<file path="src/rtl/seq_alu.sv">
// rtl/seq_alu.sv - registered ALU: single-cycle add/inverted add/subtract, shift-add multiply.
// Optional macro SEQ_ALU_EARLY_TERM_EN ends a multiply once no multiplier bits remain set.
module seq_alu #(
  parameter int WIDTH = 8
) (
  input  logic                 clk,
  input  logic                 rst_n,
  input  logic                 start,
  input  logic [1:0]           op,
  input  logic [WIDTH-1:0]     a,
  input  logic [WIDTH-1:0]     b,
  output logic                 busy,
  output logic                 done,
  output logic [2*WIDTH-1:0]   result,
  output logic                 zero,
  output logic                 borrow
);

  localparam int CW = $clog2(WIDTH);

  typedef enum logic {IDLE, MUL} state_t;

  state_t               state, state_nxt;
  logic [2*WIDTH-1:0]   product, mplier, product_step, alu_res;
  logic [WIDTH-1:0]     mcand;
  logic [CW-1:0]        cnt;
  logic [WIDTH:0]       sum;
  logic                 mul_last;

  // Single-cycle arithmetic, widened by one bit so carries survive.
  always_comb begin
    sum     = '0;
    alu_res = '0;
    case (op)
      2'b00:   sum = {1'b0, a} + {1'b0, b};
      2'b01:   sum = {1'b0, ~a} + {1'b0, ~b};
      default: sum = {1'b0, a - b};
    endcase
    alu_res = {{(WIDTH-1){1'b0}}, sum};
  end

  // mplier tracks a << cnt and mcand tracks b >> cnt, so each step looks only at bit 0.
  assign product_step = mcand[0] ? (product + mplier) : product;

`ifdef SEQ_ALU_EARLY_TERM_EN
  assign mul_last = (cnt == CW'(WIDTH - 1)) || (mcand[WIDTH-1:1] == '0);
`else
  assign mul_last = (cnt == CW'(WIDTH - 1));
`endif

  always_ff @(posedge clk or negedge rst_n) begin
    if (!rst_n) state <= IDLE;
    else        state <= state_nxt;
  end

  always_comb begin
    state_nxt = state;
    case (state)
      IDLE:    if (start && op == 2'b11) state_nxt = MUL;
      MUL:     if (mul_last)             state_nxt = IDLE;
      default: state_nxt = IDLE;
    endcase
  end

  always_comb begin
    busy = (state == MUL);
  end

  always_ff @(posedge clk or negedge rst_n) begin
    if (!rst_n) begin
      done    <= 1'b0;
      result  <= '0;
      zero    <= 1'b0;
      borrow  <= 1'b0;
      product <= '0;
      mplier  <= '0;
      mcand   <= '0;
      cnt     <= '0;
    end else begin
      done <= 1'b0;
      if (state == IDLE) begin
        if (start) begin
          if (op == 2'b11) begin
            mplier  <= {{WIDTH{1'b0}}, a};
            mcand   <= b;
            product <= '0;
            cnt     <= '0;
          end else begin
            result <= alu_res;
            zero   <= (alu_res == '0);
            borrow <= (op == 2'b10) && (a < b);
            done   <= 1'b1;
          end
        end
      end else begin
        product <= product_step;
        mplier  <= mplier << 1;
        mcand   <= mcand >> 1;
        cnt     <= cnt + CW'(1);
        if (mul_last) begin
          result <= product_step;
          zero   <= (product_step == '0);
          borrow <= 1'b0;
          done   <= 1'b1;
        end
      end
    end
  end

endmodule

</file>
<file path="config.mk">
export PLATFORM = sky130hd
export DESIGN_NAME = seq_alu
export DESIGN_NICKNAME = d
export VERILOG_FILES = /design/src/rtl/seq_alu.sv
export SDC_FILE = /design/constraint.sdc
export NUM_CORES = 1
export LEC_CHECK = 0
export ABC_CLOCK_PERIOD_IN_PS = 2600
export BUFFER_PORTS_ARGS = -buffer_cell sky130_fd_sc_hd__buf_4
export CORE_MARGIN = 2
export CORE_UTILIZATION = 40
export DETAILED_ROUTE_END_ITERATION = 6
export PLACE_DENSITY = 0.6
export SYNTH_ARGS = -nofsm -noshare
export SYNTH_HDL_FRONTEND = slang
export SYNTH_SLANG_ARGS = --single-unit
export TNS_END_PERCENT = 10
</file>
<file path="constraint.sdc">
create_clock -name clk -period 2.6 [get_ports clk]
set_input_delay 0.52 -clock clk [delete_from_list [all_inputs] [get_ports clk]]
set_output_delay 0.52 -clock clk [all_outputs]
set_load 0.05 [all_outputs]
</file>
=== After elaboration in Yosys (flattened, before gate mapping) ===
Index checks and enable logic that the tools add are counted.
Widths: inputs -> output; s select.

* Output and inout bits: 20
* Input bits: 21
* Word-level logic and storage cells: 66
* Register bits: 63

* Bitwise logic cells: 3
* Equality and inequality tests: 6
* Magnitude comparators: 1
* Multiplexer cells: 33
* Reductions and logical operators: 9
* Add/subtract/negate cells: 5

{| class="wikitable"
|+ Operators with widths
! cell !! count
|-
| $mux 16 || 11
|-
| $logic_not 16->1 || 2
|-
| $mux 8 || 3
|-
| $add 8x8->9 || 2
|-
| $pmux 9 s2 || 1
|-
| $add 16x16->16 || 1
|-
| $not 8->8 || 2
|-
| $mux 1 || 14
|-
| $mux 3 || 3
|-
| $lt 8x8->1 || 1
|-
| $sub 8x8->8 || 1
|-
| $eq 2x2->1 const B || 2
|-
| $reduce_bool 2->1 || 2
|-
| $add 3x1->3 const B || 1
|-
| $eq 3x3->1 const B || 1
|-
| $reduce_and 3->1 || 1
|-
| $eq 2x1->1 const B || 1
|-
| $logic_and 1x1->1 || 2
|-
| $logic_not 2->1 || 1
|-
| $ne 2x1->1 const B || 1
|-
| $ne 2x2->1 const B || 1
|-
| $pmux 1 s2 || 1
|-
| $reduce_and 2->1 || 1
|-
| $not 1->1 || 1
|}

=== Longest topological paths before layout ===
* Depth in word-level cells: 7
* Gate-level depth with buffers: 11
* Mapped depth without buffers: 11

=== Worst setup path before layout ===
No wires, ideal clock.

* Path kind: flip-flop to flip-flop
* Start point: register product[0]
* End point: register zero
* Path buffers: 0
* Path slack: -137 ps
* Required time: 2,524 ps
* Stages on the path, launching flop included: 11
* Clock period less this slack: 2,737 ps
* Arrival time: 2,661 ps
* Cell sequence: dfrtp_1 ha_1 fa_1 a21o_1 a221o_1 o2111ai_2 a21oi_2 or3_1 a31o_1 nand4b_1 o21ai_1

* Cells in the longest elaborated chain, start to end: 5

{| class="wikitable"
|+ Ends and longest elaborated chain
! item !! line !! RTL
|-
| start, declared || 24 || <nowiki>logic [2*WIDTH-1:0] product, mplier, product_step, alu_res;</nowiki>
|-
| start signal, assigned || 96 || <nowiki>product <= product_step;</nowiki>
|-
| $add 16x16->16 || 43 || <nowiki>assign product_step = mcand[0] ? (product + mplier) : product;</nowiki>
|-
| $mux 16 * || 43 ||
|-
| $logic_not 16->1 * || 102 || <nowiki>zero <= (product_step == '0);</nowiki>
|-
| $mux 1 * || 100 || <nowiki>if (mul_last) begin</nowiki>
|-
| $mux 1 * || 81 || <nowiki>if (state == IDLE) begin</nowiki>
|-
| end signal, assigned || 90 || <nowiki>zero <= (alu_res == '0);</nowiki>
|-
| end signal, assigned || 102 ||
|-
| end, declared || 15 || <nowiki>output logic zero,</nowiki>
|}

Every way passes the cells marked *; elsewhere a longest branch is shown, timed or not. The select of a mux whose other input is x is not followed.
A chain may end at the register's enable or synchronous reset.

=== Final worst setup path ===
* Start point: register mplier[0]
* End point: register zero

* Cells in the longest elaborated chain, start to end: 5

{| class="wikitable"
|+ Ends and longest elaborated chain
! item !! line !! RTL
|-
| start, declared || 24 ||
|-
| start signal, assigned || 84 || <nowiki>mplier <= {{WIDTH{1'b0}}, a};</nowiki>
|-
| start signal, assigned || 97 || <nowiki>mplier <= mplier << 1;</nowiki>
|-
| $add 16x16->16 || 43 ||
|-
| $mux 16 || 43 ||
|-
| $logic_not 16->1 || 102 ||
|-
| $mux 1 || 100 ||
|-
| $mux 1 || 81 ||
|}

No other way between the ends. The select of a mux whose other input is x is not followed.

==> impl_metrics.yaml <==
floorplan:
  initial_core_util_pct: 41.0
  die_x_um: 109
  die_y_um: 109
  boundaryPins: 41
  num_rows: 38
  coreArea_um2: 10800
  die_area_um2: 12000
critical_path:
  crit_arrival_ns: 3.05
  start_kind: "register"
  cp-end-kind: "register"
  required_ns: 2.87
  cp_max_fo: 3
  path_class: "reg -> reg"
power_and_ir_drop:
  clock_power_share_pct: 16.1
  ir_drop_v: 0.000703
  seq_power_share_pct: 26.8
  leakage_nw: 2.88
  switching_share_pct: 45.0
  power_density_nw_per_um2: 1090
  p_sw_mw: 2.77
  power_frac_comb_pct: 57.1
  power_mw: 6.16
  p_int_mw: 3.39
run_status:
  run_status: "finished with violations"
  violations: "negative setup slack"
placed_design:
  placedInstanceArea_um2: 5340
  port_buffers: 40
  dpl.hpwl_um: 9240
  finalWeightedCongestion: 0.890
synthesis:
  synthFlopType: "dfrtp_1"
  ys_top_cells_by_area: "dfrtp_1 35%, ha_1 12%, a22o_1 4.1%, nand2_1 4.0%, o21ai_0 3.8%"
  syn_nets: 550
  synthTopCellsByCount: "63 x dfrtp_1, 47 x nand2_1, 41 x ha_1"
  synth_edf_count: 0
  synth-async-reset-ratio_pct: 100
  synth_largest_area_cell: "dfrtp_1"
  yosys_warnings: 0
  yosysSeqAreaShare_pct: 35.4
  post-synth-top-count-cell: "dfrtp_1"
  syn_area_per_cell_um2: 9.19
  ys_seq_elements: 63
  synth_top_cell_area_share_pct: 35.4
  synth_cell_type_count: 59
  synth_area_um2: 4450
  synthCells: 484
global_routing:
  grt_max_degree: 64
  gr-usage-met3_pct: 3.97
  grt-busiest-layer: "met2"
  grt_pass1_vias: 4055
  antenna_found_initial: 0
  grtUsageTotal_pct: 22.2
  grt_pass1_wl_um: 20600
  overflow: 0
  met1_usage_pct: 29.8
  grt_use_met2_pct: 36.2
final_layout:
  multi_input_area_um2: 2740
  nets: 640
  n_fill_cell: 1036
  area_delta_synth_final_pct: 27.5
  ff_latch_area_um2: 1580
  design_area_um2: 5670
  layout-drive-gt1-share_pct: 26.4
  antenna_cells: 0
routing:
  wl_per_cell_um: 17.2
  vias: 4095
  drt_first_pass_iters: 5
  drt_iter0_drc: 246
  wirelength_um: 12400
  via_per_inst: 5.70
  ant_nets: 0
  drc_errors: 0
sta:
  setup_tns_ns: -0.400
  worst_slew_pin_slew_ns: 0.829
  slew_headroom_pct: 44.7
  max_freq_mhz: 360
  setup_viol: 3
  fin_worst_skew_ns: 0.00904
  fin_crit_ns: 2.78
  fin_crit_sh_pct: 107
  slew_violations: 0
  hold_violations: 0
  timing.final.ws_setup_ns: -0.182
  rsz0062_at_grt: "yes"
cts:
  cts_tree: "yes"
  insertion_delay_ns: 0.35
  root_buffer: "clkbuf_8"
  cts_buffers: 9
  clk_path_buf_depth: 2
  clock_sinks: 63
  htree_num_levels: 3
  clk_pin_slew_worst_paths_ns: 0.07
run:
  drv_cap: 0
hold_path:
  min_path_type: "in -> async"
-- stage by stage --
step	instances	setup slack (ns)	hold WS [ns]	util [%]
2_1_floorplan	484	-0.0415	0.224	-
3_3_place_gp	700	-0.273	0.474	49.3
5_1_grt	719	-0.277	0.322	52.3
3_5_place_dp	700	-0.324	0.480	49.3
4_1_cts	717	-0.198	0.283	51.7
6_report	719	-0.182	0.255	52.3
-- per-layer routing --
layer	part of all wire, %	vias up
met5	0	-
met1	45	2000
li1	-	1969
met3	4.5	17
met2	49	109
met4	1.9	0
-- final timing paths --
| path | from | to | slack, ns | depth (start not counted) |
|---|---|---|---|---|
| max in group asynchronous | rst_n | cnt[0] | 1.78 | 1 |
| worst min-delay path | rst_n | mcand[2] | 0.26 | 1 |
| worst max register to register | mplier[0] | zero | -0.18 | 10 |
| worst min register to register | result[2] | result[2] | 0.49 | 2 |
| worst max-delay path | mplier[0] | zero | -0.18 | 10 |
| min in group clk | b[4] | mcand[4] | 0.41 | 3 |
-- power by group through the flow --
stage,Clock (mW),Combinational (mW),Sequential [mW]
finish,0.990,3.52,1.65
global route,1.05,3.84,1.70
CTS,1.02,3.43,1.65
detailed placement,0,3.40,1.67
global placement,0,3.35,1.66
floorplan,0,1.73,2.04
-- timing repair --
action / CTS / global route
hold buffers: 0 / 0
resized for setup: 5 / 14
setup endpoints to repair: 11 / 17
buffers inserted: 1 / 2
pin swaps: 2 / 8
-- final cells by class --
cell class	instances	area share, %
multi-input cells	357	48.2
flip-flops and latches	63	27.8
repair buffers	104	14.2
well taps	140	3.09
inverters	39	2.58
clock buffers	10	2.43
clock inverters	6	1.65
-- cells by family (layout without fill, tap and decap cells) --
family | count (synthesis) | after routing | share of synthesized area, %
AO/OA/AOI/OAI | 150 | 150 | 24.0
AND/OR/NAND/NOR | 131 | 131 | 14.8
buffers and inverters | 64 | 159 | 5.43
flip-flops | 63 | 63 | 35.4
adder cells (fa/ha/maj) | 45 | 45 | 13.3
multiplexers | 20 | 20 | 4.84
XOR/XNOR | 11 | 11 | 2.17
-- critical path, cell delays in order, from the launching register on --
cell and delay, ns:
dfrtp_1 0.39, ha_2 0.20, fa_2 0.34, a21o_1 0.18, a221o_1 0.36, o2111ai_2 0.23
a21oi_2 0.08, or3_1 0.33, a31o_1 0.25, nand4b_1 0.21, o21ai_1 0.15
-- flip-flops by register name, summed over array words and instances, names as in the netlist --
name	count
mplier	16
product	16
result	16
mcand	8
cnt	3
borrow	1
busy	1
done	1
zero	1
-- cells in the final DEF, fill, tap and decap left out, drive strengths merged, types with 3 or more instances in the layout --
master  count
a22o       21
nand4       6
nor2b       3
nand2b      4
nand2      47
clkinv      4
nor4        4
nor3       12
and3        6
o31ai       3
a31oi       6
buf       104
a21oi      26
o211ai      7
nor3b       4
ha         41
a211oi      6
mux2i       8
o21ai      36
clkbuf     10
xnor2       8
o21a        3
a222oi     14
mux2       12
fa          4
nor2       22
dfrtp      63
xor2        3
a21o        8
inv        38
nand3b      4
nand3       6
No activity file was read; power rests on OpenSTA's default activity.
